**src/rtl/param_table_pkg.sv**
```systemverilog
// Shared types and helpers for the parameter table reverse lookup (param_table_lookup).
// Table depth, miss index, scan FSM states and the default table builder.
package param_table_pkg;

  localparam int NUM_ENTRIES = 3;
  localparam logic [1:0] MISS_IDX = 2'd3;
  localparam logic [1:0] LAST_IDX = 2'd2;

  typedef int tbl_t [NUM_ENTRIES];

  typedef enum logic [1:0] {
    IDLE,
    SCAN,
    DONE
  } lookup_state_t;

  function automatic tbl_t build_default_tbl(input int base, input int scale, input int derived);
    tbl_t t;
    t[0] = base;
    t[1] = scale;
    t[2] = derived;
    return t;
  endfunction

endpackage

```
**src/rtl/param_table_store.sv**
```systemverilog
// Holds the three table entries behind one combinational read port; constant by default,
// writable registers (reset to the parameter defaults) when PARAM_LOOKUP_WR_EN is defined.
module param_table_store
  import param_table_pkg::*;
#(
  parameter int BASE_OFFSET   = 7,
  parameter int SCALE_FACTOR  = 3,
  parameter int DERIVED_VALUE = (BASE_OFFSET + 10) * SCALE_FACTOR
) (
  input  logic        [1:0]  i_rd_idx,
  output logic signed [31:0] o_rd_data
`ifdef PARAM_LOOKUP_WR_EN
  ,
  input  logic               i_clk,
  input  logic               i_rst,
  input  logic               i_wr_en,
  input  logic        [1:0]  i_wr_idx,
  input  logic        [31:0] i_wr_data
`endif
);

  tbl_t default_tbl;
  tbl_t tbl;

  always_comb begin
    default_tbl = build_default_tbl(BASE_OFFSET, SCALE_FACTOR, DERIVED_VALUE);
  end

`ifdef PARAM_LOOKUP_WR_EN
  tbl_t tbl_q;
  tbl_t tbl_d;

  // Index 3 has no storage behind it, so such writes are dropped.
  always_comb begin
    tbl_d = tbl_q;
    if (i_wr_en && (i_wr_idx != MISS_IDX)) begin
      tbl_d[i_wr_idx] = $signed(i_wr_data);
    end
  end

  always_ff @(posedge i_clk) begin
    if (i_rst) begin
      tbl_q <= default_tbl;
    end else begin
      tbl_q <= tbl_d;
    end
  end

  always_comb begin
    tbl = tbl_q;
  end
`else
  always_comb begin
    tbl = default_tbl;
  end
`endif

  always_comb begin
    o_rd_data = '0;
    if (i_rd_idx != MISS_IDX) begin
      o_rd_data = tbl[i_rd_idx];
    end
  end

endmodule

```
**src/rtl/param_table_lookup.sv**
```systemverilog
// Value -> table index search, one entry per cycle; hit at k answers k+1 edges after accept, miss after 3.
// Result held with o_valid until i_ready; no new request taken until then. Write port under PARAM_LOOKUP_WR_EN.
module param_table_lookup
  import param_table_pkg::*;
#(
  parameter int BASE_OFFSET   = 7,
  parameter int SCALE_FACTOR  = 3,
  parameter int DERIVED_VALUE = (BASE_OFFSET + 10) * SCALE_FACTOR
) (
  input  logic               i_clk,
  input  logic               i_rst,
  input  logic               i_valid,
  output logic               o_ready,
  input  logic signed [31:0] i_value,
  output logic               o_valid,
  input  logic               i_ready,
  output logic        [1:0]  o_index,
  output logic               o_hit
`ifdef PARAM_LOOKUP_WR_EN
  ,
  input  logic               i_wr_en,
  input  logic        [1:0]  i_wr_idx,
  input  logic        [31:0] i_wr_data
`endif
);

  lookup_state_t      state_q, state_d;
  logic signed [31:0] value_q, value_d;
  logic        [1:0]  idx_q, idx_d;
  logic               o_ready_q, o_ready_d;
  logic               o_valid_q, o_valid_d;
  logic        [1:0]  o_index_q, o_index_d;
  logic               o_hit_q, o_hit_d;
  logic signed [31:0] rd_data;

  param_table_store #(
    .BASE_OFFSET  (BASE_OFFSET),
    .SCALE_FACTOR (SCALE_FACTOR),
    .DERIVED_VALUE(DERIVED_VALUE)
  ) u_store (
    .i_rd_idx (idx_q),
    .o_rd_data(rd_data)
`ifdef PARAM_LOOKUP_WR_EN
    ,
    .i_clk    (i_clk),
    .i_rst    (i_rst),
    .i_wr_en  (i_wr_en),
    .i_wr_idx (i_wr_idx),
    .i_wr_data(i_wr_data)
`endif
  );

  always_comb begin
    state_d   = state_q;
    value_d   = value_q;
    idx_d     = idx_q;
    o_ready_d = o_ready_q;
    o_valid_d = o_valid_q;
    o_index_d = o_index_q;
    o_hit_d   = o_hit_q;
    unique case (state_q)
      IDLE: begin
        if (i_valid && o_ready_q) begin
          value_d   = i_value;
          idx_d     = 2'd0;
          o_ready_d = 1'b0;
          state_d   = SCAN;
        end
      end
      SCAN: begin
        // Scanning upward means the lowest matching index wins on duplicates.
        if (rd_data == value_q) begin
          o_index_d = idx_q;
          o_hit_d   = 1'b1;
          o_valid_d = 1'b1;
          state_d   = DONE;
        end else if (idx_q == LAST_IDX) begin
          o_index_d = MISS_IDX;
          o_hit_d   = 1'b0;
          o_valid_d = 1'b1;
          state_d   = DONE;
        end else begin
          idx_d = idx_q + 2'd1;
        end
      end
      DONE: begin
        if (i_ready) begin
          o_valid_d = 1'b0;
          o_ready_d = 1'b1;
          state_d   = IDLE;
        end
      end
      default: begin
        o_valid_d = 1'b0;
        o_ready_d = 1'b1;
        state_d   = IDLE;
      end
    endcase
  end

  always_ff @(posedge i_clk) begin
    if (i_rst) begin
      state_q   <= IDLE;
      value_q   <= '0;
      idx_q     <= 2'd0;
      o_ready_q <= 1'b1;
      o_valid_q <= 1'b0;
      o_index_q <= 2'd0;
      o_hit_q   <= 1'b0;
    end else begin
      state_q   <= state_d;
      value_q   <= value_d;
      idx_q     <= idx_d;
      o_ready_q <= o_ready_d;
      o_valid_q <= o_valid_d;
      o_index_q <= o_index_d;
      o_hit_q   <= o_hit_d;
    end
  end

  assign o_ready = o_ready_q;
  assign o_valid = o_valid_q;
  assign o_index = o_index_q;
  assign o_hit   = o_hit_q;

endmodule
```
**config.mk**
```make
export PLATFORM = sky130hd
export DESIGN_NAME = param_table_lookup
export DESIGN_NICKNAME = d
export VERILOG_FILES = /design/src/rtl/param_table_pkg.sv /design/src/rtl/param_table_store.sv /design/src/rtl/param_table_lookup.sv
export SDC_FILE = /design/constraint.sdc
export NUM_CORES = 1
export LEC_CHECK = 0
export BUFFER_PORTS_ARGS = -buffer_cell sky130_fd_sc_hd__clkbuf_2
export CAP_MARGIN = 10
export CORE_UTILIZATION = 58
export CTS_BUF_LIST = sky130_fd_sc_hd__clkbuf_4 sky130_fd_sc_hd__clkbuf_8
export DETAILED_ROUTE_END_ITERATION = 10
export PLACE_DENSITY = 0.91
export SLEW_MARGIN = 20
export SYNTH_ARGS = -nofsm -noshare
export SYNTH_HDL_FRONTEND = slang
export SYNTH_SLANG_ARGS = --single-unit
```
**constraint.sdc**
```tcl
create_clock -name i_clk -period 5.21 [get_ports i_clk]
set_input_delay 0.521 -clock i_clk [delete_from_list [all_inputs] [get_ports i_clk]]
set_output_delay 0.521 -clock i_clk [all_outputs]
set_load 0.05 [all_outputs]
```
; ---- Word-level counts from Yosys, hierarchy flattened
; Index checks and enable logic that the tools add are counted.
[classes]
add_sub_neg = 1
magnitude_cmp = 1
n_eq_ne = 10
muxes = 24
bitwise = 3
n_reduce_logical = 10
[op_table]
columns = op, count
row1 = 32-bit two-way mux, 3
row2 = 32-bit binary-select mux with 2-bit select, 1
row3 = 32-bit equality test, 1
row4 = 2-bit two-way mux, 9
row5 = 2-bit inequality test (second input constant), 5
row6 = 3-bit AND reduction, 3
row7 = 1-bit two-way mux, 7
row8 = 1-bit one-hot mux with 3 select lines, 2
row9 = 2-bit one-hot mux with 3 select lines, 1
row10 = 2-bit equality test (second input constant), 2
row11 = 2-bit one-hot mux with 2 select lines, 1
row12 = 2-bit AND reduction, 2
row13 = 4-bit AND reduction, 1
row14 = 2-bit nonzero test, 2
row15 = 3-bit >= comparator (second input constant), 1
row16 = 3-bit inequality test (second input constant), 1
row17 = 2-bit NOT with 3-bit output, 1
row18 = 2-bit by 1-bit adder with 2-bit output (second input constant), 1
row19 = 2-bit by 1-bit equality test with 1-bit output (second input constant), 1
row20 = 2-bit logical NOT, 1
row21 = 1-bit NOT, 2
row22 = 1-bit logical AND, 1
[totals]
register_bits = 41
inputBits = 36
output_inout_bits = 5
word_cells = 56

; ---- Logic depth before layout (Yosys ltp)
; Gate-level depths: netlist (run 1).
[logic_depth]
depth_word = 8
mapped_depth = 7
depth_no_buf = 7

; ---- Modules after synthesis
; From an unflattened synthesis (run 1), not the netlist that was laid out.
[hier_totals]
hier_cells = 266
hier_area_um2 = 2150.8
[by_module_without_submodules]
columns = mod, n_inst, cells_per_inst, area_per_inst_um2, seq_area_each_um2
row1 = param_table_lookup, 1, 233, 1913.1, 820.8
row2 = param_table_store, 1, 33, 237.7, 0.0

; ---- Worst setup path before layout (run 1)
; Ideal clock, no wire load.
[synth_path]
kind = register to register
from = reg idx_q[0]
to = reg idx_q[1]
setup_ps = 101
arrival_time_ps = 1661
t_required_ps = 5109
slack_ps = 3448
stages_incl_launch_ff = 8
n_path_buf = 0
synth_period_minus_slack_ps = 1762
path_cell_list = dfxtp_1 > inv_1 > ha_1 > and3_1 > o22ai_1 > o31ai_2 > or4b_1 > o41ai_1
[synth_between]
elab_chain_cells = 8
word_cells_on_any_way = 15
classes_between = add/sub: 1 / eq/ne: 5 / mux: 7 / bitwise: 1 / reduce/logical: 1
[synth_lines]
columns = item, line_no
row1 = "start, declared", param_table_lookup.sv:29  ; logic [1:0] idx_q, idx_d;
row2 = "start signal, assigned", param_table_lookup.sv:113  ; idx_q <= idx_d;
row3 = 2-bit NOT with 3-bit output (not written as such), param_table_store.sv:61  ; o_rd_data = tbl[i_rd_idx];
row4 = 32-bit binary-select mux with 2-bit select, param_table_store.sv:61
row5 = 32-bit two-way mux (not written as such) (2 in a row), param_table_store.sv:61
row6 = 32-bit two-way mux, param_table_store.sv:60  ; if (i_rd_idx != MISS_IDX) begin
row7 = 32-bit equality test, param_table_lookup.sv:72  ; if (rd_data == value_q) begin
row8 = 2-bit inequality test (no source line), -
row9 = 4-bit AND reduction (no source line), -
; Parallel ways exist; a longest one is shown, timed or not. The select of a mux whose other input is x is not followed.
; A chain may end at the register's enable or synchronous reset.

; ---- Worst setup path after layout (run 1)
; Same ends and word-level chain as after synthesis.

==> results_dict.tcl, run 1 <==
set metrics [dict create \
    die-width_um 55.4 \
    fin_setup_tns_ns 0 \
    cts-root-buf "clkbuf_4" \
    fin_crit_ns 2.00 \
    crit_type "reg2reg" \
    io_pins 41 \
    grt_pass1_wl_um 5310 \
    required_ns 5.47 \
    gp_congestion 0.779 \
    dr_total_vias 1463 \
    insertedDiodeCount 0 \
    grt_util_all_layers 0.224 \
    synth_fp_nets 242 \
    ir_drop_v 0.000271 \
    async_flop_share 0 \
    path_max_fanout 7 \
    syn_to_final_growth_pct 16.0 \
    cp-end-kind "register" \
    final_util 0.740 \
    hold_viol 0 \
    status "finished clean" \
    clk_pin_slew_worst_paths_ns 0.11 \
    ys_warn_count 0 \
    avgSynthCellArea_um2 8.18 \
    crit_path_start_kind "register" \
    antenna_found_initial 0 \
    htreeDepth 2 \
    port_buffers 40 \
    hpwl_um 2170 \
    synth_ff_type "dfxtp_1" \
    yosys-top-cells-count "nand2_1 (68), dfxtp_1 (41), a21oi_1 (36), clkbuf_1 (11)" \
    cts-resized-gates 0 \
    grt_setup_unrepaired "false" \
    clockBufferDepth 2 \
    cts_setup_buffers 0 \
    synth.top_cell.area_share 0.497 \
    via_per_inst 5.44 \
    start_util 0.638 \
    intPower_mw 0.445 \
    power_density_mw_per_mm2 321 \
    tightest_slew_ns 1.02 \
    coreArea_mm2 0.00259 \
    hold_buffers 0 \
    fin_crit_sh 0.383 \
    cts_sinks 41 \
    fmax_mhz 501 \
    synth_seq_cells 41 \
    drcViolationCount 0 \
    pwr-share-comb 0.157 \
    yosysMostFrequentCell "nand2_1" \
    numCtsBuffers 5 \
    clock_skew_ns 0.00627 \
    num-nets-final 278 \
    p_clk_frac 0.271 \
    grt_pass1_vias 1306 \
    wl_per_cell_um 11.5 \
    synth_area_leaders "dfxtp_1 (50%), nand2_1 (15%), a21oi_1 (11%)" \
    syn_area_mm2 0.00165 \
    drive_gt1_frac 0.234 \
    slew_viol_final 0 \
    grt_max_degree 42 \
    r2r_cells 7 \
    synth_edf_count 0 \
    p_leak_nw 0.787 \
    postRouteAntennaNets 0 \
    dieArea_mm2 0.00306 \
    firstDrtPassIters 4 \
    hold_path_depth 3 \
    yosysSeqAreaShare 0.497 \
    switchingPower_mw 0.170 \
    slew_headroom 0.320 \
    hp-class "in2reg" \
    clkLatencyLatePin_ns 0.35 \
    drv_cap 0 \
    drt_iter0_markers 33 \
    synth_cells 202 \
    seqPwrFrac 0.572 \
    drt_wl_total_um 3090 \
    finalPower_mw 0.615 \
    ys_types 30 \
    crit_arrival_ns 2.26 \
    yosysTopAreaCell "dfxtp_1" \
    die_h_um 55.4 \
    p_sw_frac 0.277 \
    finalSetupViolCount 0 \
    rows 18 \
    overflow 0 \
    cts_tree "built" \
]
-- per-layer routing --
metal | up-vias | GRT usage | share of wire
met4 | 0 | 0.136 | 0.026
met1 | 662 | 0.253 | 0.45
met2 | 34 | 0.356 | 0.47
li1 | 760 | - | -
met3 | 7 | 0.0843 | 0.048
met5 | - | 0 | 0
-- state kept, by name, summed over array words and instances (netlist names) --
signal and cells:
idx_q 2, o_hit 1, o_index 2, o_ready 1
o_valid 1, state_q 2, value_q 32
-- power groups by stage --
stage	logic, mW	clock network (mW)	registers (mW)
floorplan	0.0682	0	0.358
global placement	0.0941	0	0.358
detailed placement	0.0968	0	0.359
CTS	0.0971	0.169	0.352
global route	0.111	0.183	0.355
finish	0.0963	0.167	0.352
-- per-stage QoR --
| stage | std cells | instance area (um2) | setup slack (ns) | hold slack [ns] |
|---|---|---|---|---|
| floorplan | 202 | 1650 | 3.45 | 0.436 |
| global placement | 261 | 1860 | 3.28 | 0.444 |
| detailed placement | 261 | 1860 | 3.24 | 0.447 |
| CTS | 269 | 1920 | 3.22 | 0.367 |
| global route | 269 | 1920 | 3.08 | 0.364 |
| finish | 269 | 1920 | 3.21 | 0.373 |
-- worst max-delay path, stage by stage (launching register included) --
cell     delay, ns
dfxtp_1       0.42
inv_1         0.10
ha_1          0.22
and3_1        0.18
o22ai_1       0.23
o31ai_2       0.19
or4b_1        0.49
o41ai_1       0.07
-- cell families (layout without fill, tap and decap cells) --
family | count (synthesis) | in the layout | share of synthesized area
AOI/OAI and AO/OA | 47 | 47 | 0.164
xor gates and xnor gates | 1 | 1 | 0.00530
adders and majority gates | 4 | 4 | 0.0303
buffers and inverters | 16 | 53 | 0.0371
DFF | 41 | 41 | 0.497
and+or+nand+nor | 93 | 93 | 0.267
-- final timing paths --
| path | from | to | slack, ns |
|---|---|---|---|
| hold / removal | i_value[18] | value_q[18] | 0.37 |
| setup / recovery | idx_q[0] | idx_q[1] | 3.21 |
| setup reg to reg | idx_q[0] | idx_q[1] | 3.21 |
| hold reg to reg | o_valid | o_valid | 0.46 |
-- final cells by class --
type | count | area [um2]
sequential | 41 | 821
multi-input combinational | 145 | 774
fill | 219 | 674
timing repair buffer | 41 | 208
clock buffer | 8 | 60.1
tap | 30 | 37.5
inverter | 4 | 15.0
-- placed cells by master, fill, tap and decap left out, types with 3 or more instances in the layout --
cell,Yosys,layout
ha_1,4,4
dfxtp_1,41,41
clkbuf_2,1,40
o21ai_0,3,3
inv_1,4,4
nor4_2,4,4
a21oi_1,36,36
clkbuf_4,0,8
nor3_1,4,3
nand2_1,68,68
Power figures use the tool's default switching activity.
==> run 2: changes to the inputs <==
CORE_UTILIZATION = 49   (was 58)
PLACE_DENSITY = 0.82   (was 0.91)
clock period = 1.66 ns   (was 5.21 ns; I/O delays follow)
==> run 2 against run 1 <==
Net effect: the run now ends with setup timing left; register-to-register slack got worse by 3.3 ns; combinational power increased to 4.0 times the previous value; sequential share of layout area decreased by 4.7 points; clock-buffer cell count decreased by 2; clock skew increased by 0.00078 ns; setup slack got worse by 3.3 ns; maximum frequency increased by 11%; routed wire length increased by 13%; critical endpoint is now o_index[1]; highest routed layer unchanged.
==> results_dict.tcl, run 2 (synthesis gave the netlist of run 1 again) <==
set metrics [dict create \
    rr_endpoint "o_index[1]" \
    fin_area_mm2 0.00218 \
    fmax_mhz 558 \
    htreeDepth 2 \
    hpwl_um 2390 \
    cp-end-kind "register" \
    fin_crit_ns 1.79 \
    fin_crit_sh 1.08 \
    grt_pass1_vias 1350 \
    pre_cts_ws_ns -0.127 \
    slew_viol_final 0 \
    crit_type "reg2reg" \
    postRouteAntennaNets 0 \
    grt_max_degree 33 \
    rows 20 \
    cp_slowest_cell "or4_4" \
    path_max_fanout 3 \
    drcViolationCount 0 \
    io_pins 41 \
    drive_gt1_frac 0.351 \
    die-width_um 60.1 \
    wl_per_cell_um 11.8 \
    start_util 0.528 \
    die_h_um 60.1 \
    drv_cap 0 \
    required_ns 1.91 \
    crit_path_start_kind "register" \
    ir_drop_v 0.000616 \
    layout_commonest_cell "nand2_1" \
    num-nets-final 290 \
    hold_viol 0 \
    clock_skew_ns 0.00705 \
    hp-class "in2reg" \
    hold_buffers 0 \
    tightest_slew_ns 0.338 \
    power_density_mw_per_mm2 986 \
    cts-root-buf "clkbuf_4" \
    insertedDiodeCount 0 \
    r2r_start "idx_q[0]" \
    final_util 0.696 \
    r2r_cells 6 \
    drt_wl_total_um 3470 \
    fill_cells 256 \
    gp_congestion 0.747 \
    firstDrtPassIters 4 \
    drt_iter0_markers 76 \
    status "complete, but fails checks" \
    regMostFlops "value_q" \
    coreArea_mm2 0.00313 \
    grt_pass1_wl_um 5570 \
    antenna_found_initial 0 \
    syn_to_final_growth_pct 31.9 \
    final_cell_mix "nand2_1 (67), clkbuf_2 (40), dfxtp_1 (37)" \
    crit_chain "inv_4 -> ha_4 -> and3_4 -> o22ai_4 -> or4_4 -> o221a_1" \
    regToRegSetupSlack_ns -0.13 \
    max_stage_delay_ns 0.54 \
    postPlaceCellArea_mm2 0.00202 \
    largest_reg_flops 32 \
    cts_tree "built" \
    violations "setup timing" \
    grt_util_all_layers 0.211 \
    clkLatencyLatePin_ns 0.35 \
    overflow 0 \
    via_per_inst 5.15 \
    finalSetupViolCount 4 \
    endpoint "o_index[1]" \
    p_leak_nw 0.884 \
    holdWs_ns 0.0102 \
    clk_pin_slew_worst_paths_ns 0.12 \
    numCtsBuffers 5 \
    dr_total_vias 1518 \
    port_buffers 40 \
    crit_start "idx_q[0]" \
    fin_ws_ns -0.133 \
    slew_headroom 0.775 \
    crit_arrival_ns 2.05 \
    dieArea_mm2 0.00361 \
    cts_sinks 41 \
    grt_setup_unrepaired "true" \
    clockBufferDepth 2 \
]
run 2: metrics by stage:
step	power (mW)	setup TNS [ns]	instances
2_1_floorplan	1.35	-0.0227	202
3_3_place_gp	1.48	-0.376	287
3_5_place_dp	1.49	-0.530	287
4_1_cts	2.13	-0.303	294
5_1_grt	2.26	-0.778	295
6_report	2.15	-0.424	295
run 2: routing by layer:
metal | GRT usage | part of all wire | up-vias
met5 | 0 | 0 | -
met4 | 0.0963 | 0.020 | 0
met3 | 0.0519 | 0.050 | 7
met2 | 0.356 | 0.49 | 36
met1 | 0.251 | 0.44 | 689
li1 | - | - | 786
run 2: worst max-delay path: cells and delay by family (launching register included):
kind / cells / cell delay (ns)
adder cells (fa/ha/maj): 1 / 0.14
flip-flops: 1 / 0.39
AO/OA/AOI/OAI: 2 / 0.35
buffers and inverters: 1 / 0.08
AND/OR/NAND/NOR: 2 / 0.74
run 2: cell type report:
type,instances,area (um2),area share
repair buffers,53,298,0.137
well taps,44,55.1,0.0253
inverters,4,17.5,0.00804
flip-flops and latches,41,831,0.381
clock inverters,2,35.0,0.0161
multi-input cells,145,897,0.412
clock buffers,6,45.0,0.0207
run 2: power breakdown:
part           internal [mW]  switching, mW  total [mW]  leakage, nW
clock                  0.332          0.317       0.650       0.0456
sequential              1.05         0.0570        1.11        0.337
combinational          0.176          0.212       0.387        0.501
total                   1.56          0.586        2.15        0.884
run 2: how the worst min path moves through the flow:
stage	startpoint	to	slack, ns	cells past startpoint
6_report	i_value[14]	value_q[14]	0.01	3
3_5_place_dp	i_value[20]	value_q[20]	0.39	3
4_1_cts	i_value[14]	value_q[14]	0.005	3
2_1_floorplan	i_value[10]	value_q[10]	0.30	2
3_3_place_gp	i_value[17]	value_q[17]	0.39	3
5_1_grt	i_value[3]	value_q[3]	0.0005	3
run 2: what timing repair did:
action                     in CTS  in global routing
setup endpoints to repair       6                  7
gates resized for setup         6                  9
setup buffers                   0                  1
pin swaps                       1                  1
